`src/rtl/operand_pair_fifo.sv`:
```
// operand_pair_fifo: independent per-channel operand FIFOs with sticky range check against modulus P
module operand_pair_fifo #(
  parameter int P = 100,
  parameter int BITS = $clog2(P),
  parameter int C_DATA_WIDTH = 32,
  parameter int C_NUM_CHANNELS = 2,
  parameter int DEPTH = 4,
  localparam int AW = $clog2(DEPTH)
) (
  input  logic                                   aclk,
  input  logic                                   aresetn,
  input  logic [C_NUM_CHANNELS-1:0]              s_tvalid,
  input  logic [C_NUM_CHANNELS*C_DATA_WIDTH-1:0] s_tdata,
  output logic [C_NUM_CHANNELS-1:0]              s_tready,
  output logic [C_NUM_CHANNELS-1:0]              m_tvalid,
  output logic [C_NUM_CHANNELS*C_DATA_WIDTH-1:0] m_tdata,
  input  logic [C_NUM_CHANNELS-1:0]              m_tready,
  output logic [C_NUM_CHANNELS*(AW+1)-1:0]       level,
  output logic [C_NUM_CHANNELS-1:0]              range_err
);
  localparam logic [BITS:0] PW = (BITS+1)'(P);
  localparam logic [AW:0] FULL = (AW+1)'(DEPTH);
  for (genvar c = 0; c < C_NUM_CHANNELS; c++) begin : g_ch
    logic [BITS-1:0] mem [DEPTH];
    logic [AW-1:0] wr_ptr, rd_ptr;
    logic [AW:0] count;
    logic [C_DATA_WIDTH-1:0] din_unused;
    logic push, pop;
    assign din_unused = s_tdata[c*C_DATA_WIDTH +: C_DATA_WIDTH];
    assign s_tready[c] = count != FULL;
    assign m_tvalid[c] = count != '0;
    assign push = s_tvalid[c] && s_tready[c];
    assign pop = m_tvalid[c] && m_tready[c];
    assign level[c*(AW+1) +: AW+1] = count;
    assign m_tdata[c*C_DATA_WIDTH +: C_DATA_WIDTH] = m_tvalid[c] ? C_DATA_WIDTH'(mem[rd_ptr]) : '0;
    always_ff @(posedge aclk) begin
      if (!aresetn) begin
        wr_ptr <= '0;
        rd_ptr <= '0;
        count <= '0;
        range_err[c] <= 1'b0;
      end else begin
        if (push) begin
          mem[wr_ptr] <= din_unused[BITS-1:0];
          wr_ptr <= wr_ptr + AW'(1);
          if ({1'b0, din_unused[BITS-1:0]} >= PW) range_err[c] <= 1'b1;
        end
        if (pop) rd_ptr <= rd_ptr + AW'(1);
        count <= count + (AW+1)'(push) - (AW+1)'(pop);
      end
    end
  end
endmodule
```
`config.mk`:
```
export PLATFORM = sky130hd
export DESIGN_NAME = operand_pair_fifo
export DESIGN_NICKNAME = d
export VERILOG_FILES = /design/src/rtl/operand_pair_fifo.sv
export SDC_FILE = /design/constraint.sdc
export NUM_CORES = 1
export LEC_CHECK = 0
export CAP_MARGIN = 10
export CELL_PAD_IN_SITES_DETAIL_PLACEMENT = 0
export CELL_PAD_IN_SITES_GLOBAL_PLACEMENT = 1
export CORE_MARGIN = 3
export CORE_UTILIZATION = 36
export CTS_CLUSTER_DIAMETER = 50
export CTS_CLUSTER_SIZE = 28
export DETAILED_ROUTE_END_ITERATION = 8
export PLACE_DENSITY = 0.87
export SYNTH_ARGS = -nofsm -noshare
export SYNTH_HDL_FRONTEND = slang
export SYNTH_SLANG_ARGS = --single-unit
```
`constraint.sdc`:
```
create_clock -name aclk -period 5.9 [get_ports aclk]
set_input_delay 1.475 -clock aclk [delete_from_list [all_inputs] [get_ports aclk]]
set_output_delay 1.475 -clock aclk [all_outputs]
set_load 0.1 [all_outputs]
```
==> impl_results.md <==
- Sequential Power Share: 31.0%
- VDD IR max: 318 uV
- First-pass GRT wire length: 9650 um
- GRT overflow: 0
- Synth async-reset ratio: 0%
- Worst EP arrival: 2660 ps
- Most frequent cells in the layout: edfxtp_1 (56), conb_1 (50), clkdlybuf4s50_1 (45)
- Ys flop type: edfxtp_1
- Fmax: 242 MHz
- Port Buf Inserts: 45
- Setup TNS: 0 ps
- Final HPWL DP: 4350 um
- Post-synthesis register bit count: 76
- Core footprint: 9420 um^2
- Worst slack at placement: 2070 ps
- Wire per inst: 14.0 um
- Later-pin clock latency in the skew report: 340 ps
- Sw Share: 49.7%
- Yosys warns: 0
- Die W: 105 um
- # H-tree levels: 3
- Internal power: 0.00112 W
- DRC: 0
- Worst Slack Setup Final: 1770 ps
- Switching power: 0.00111 W
- Gr usage total: 11.4%
- CP max FO: 7
- Setup crit end kind: output port
- RSZ-0062 raised after global routing: no
- Largest net degree at the start of global routing: 33
- Share of layout cells above drive strength 1: 11.1%
- Post-Route Utilization: 43.9%
- Library cells used by synthesis: 29
- # fillers: 889
- Num rows: 35
- GP Congestion: 0.737
- Clock network fraction of total power: 18.3%
- Endpoints failing hold: 0
- Antenna Nets Post-Route: 0
- Max-slew headroom: 34.0%
- Worst slew pin tran: 987 ps
- Post-synthesis sequential area ratio: 58.6%
- Drt pass-1 iters: 4
- Vias: 1878
- Synthesized cell area: 3550 um^2
- Clock Sinks: 76
- Hold_buf cts: 0
- Cells on worst reg2reg path: 11
- CTS-repair resized insts: 0
- Root Buffer: clkbuf_8
- # IOs: 146
- WHS Path Cells: 2
- Clock Path Buffers: 2
- Placed cell count: 419
- Die area: 11100 um^2
- CP Data Required Time: 4430 ps
- Clk slew on worst S/H paths: 80 ps
- Max-cap violations: 0
- Postcts setup bufs: 0
- Initial antenna violation count: 0
- Leakage Power: 1.54 nW
- Status: completed
- Starting density of the core: 37.7%
- Crit path kind: reg -> out
- Vias per cell: 4.32
- Syn avg cell area: 13.9 um^2
- Startpoint types: register
- Logic pwr share: 50.7%
- Final nets: 385
- Post-Synthesis Cells: 255
- Fin crit period: 4130 ps
- EDFF count, synth: 56
- CTS buffer count: 9
- Final wirelength: 6070 um
- Post-Layout Cell Count: 435
- Clk_skew: 6.45 ps
- Crit share post-route: 70.0%
- Vias in the first global route: 1866
- Die height: 105 um
- Power per cell area: 539 nW/um^2
- # diodes: 0
- CTS tree: done
- Final setup fails: 0
- Commonest non-fill, non-tap cell in the layout: edfxtp_1
- DR iter-0 viols: 126
- Hold Path Class: reg -> reg
- Pins Over Slew Limit: 0
- Area Overhead vs Synth: 16.5%
## cells by family after synthesis
kind of cell / count (synthesis) / share of synthesized area, %
DFF: 76 / 58.6
and+or+nand+nor: 58 / 9.58
xor gates and xnor gates: 4 / 0.986
muxes: 18 / 10.0
AOI/OAI and AO/OA: 10 / 1.76
buffers and inverters: 74 / 13.6
other: 1 / 0.106
adders and majority gates: 14 / 5.35
## layer usage
layer / GRT usage [%] / vias up / part of all wire (%)
met5: 0 / - / 0
met4: 5.06 / 0 / 1.4
met3: 3.25 / 8 / 6.4
met2: 17.4 / 78 / 49
met1: 15.1 / 905 / 43
li1: - / 887 / -
## critical path, stage by stage (launching register included)
cell             delay, ps
dfxtp_1                630
mux4_2                 570
nor2b_1                150
clkdlybuf4s50_1        970
## through the flow
stage | power [W] | area [um^2] | hold slack (ps)
final | 0.00223 | 4140 | 495
after global routing | 0.00233 | 4140 | 534
after CTS | 0.00225 | 4140 | 500
after detailed placement | 0.00184 | 3930 | 473
after global placement | 0.00183 | 3930 | 472
after floorplan | 0.00164 | 3740 | 461
## cells in the mapped netlist, types with 3 or more instances
master	n	share of area [%]
mux4_2	14	8.9
and3_1	8	1.4
nor3_1	4	0.56
edfxtp_1	56	47
ha_1	12	4.2
and2_1	5	0.88
clkbuf_1	5	0.53
xnor2_1	3	0.74
buf_4	50	11
nand2_1	12	1.3
dfxtp_1	20	11
nor2b_1	17	3.0
inv_1	13	1.4
o21ai_0	6	0.85
mux2i_1	4	1.1
## final cells by class
cell class / count / area [um^2] / area share [%]
Timing Repair Buffer: 47 / 465 / 11.2
Clock buffer: 10 / 138 / 3.33
Sequential cell: 76 / 2080 / 50.3
Clock inverter: 6 / 71.3 / 1.72
Inverter: 13 / 48.8 / 1.18
Tap cell: 129 / 161 / 3.90
Multi-Input combinational cell: 154 / 1170 / 28.3
## registers in the layout, summed over array words and instances (netlist names), named ones only
name and cells:
g_ch.mem 56, g_ch.count 6, g_ch.rd_ptr 4, g_ch.wr_ptr 4, range_err 2
## path summary, 6_finish.rpt
kind | end | from | slack, ps
hold reg to reg | g_ch[1].rd_ptr[0]$_SDFFE_PN0P_ | g_ch[1].rd_ptr[0]$_SDFFE_PN0P_ | 500
hold / removal | g_ch[1].rd_ptr[0]$_SDFFE_PN0P_ | g_ch[1].rd_ptr[0]$_SDFFE_PN0P_ | 500
setup / recovery | m_tdata[6] | register | 1770
setup reg to reg | g_ch[1].count[2]$_SDFF_PN0_ | g_ch[1].count[1]$_SDFF_PN0_ | 3500
## power groups by stage
stage | logic, W | registers, W | clock network (W)
after floorplan | 0.000865 | 0.000776 | 0
after global placement | 0.00113 | 0.000701 | 0
after detailed placement | 0.00114 | 0.000706 | 0
after CTS | 0.00114 | 0.000694 | 0.000420
after global routing | 0.00119 | 0.000703 | 0.000440
final | 0.00113 | 0.000690 | 0.000408
Power figures use the tool's default switching activity.
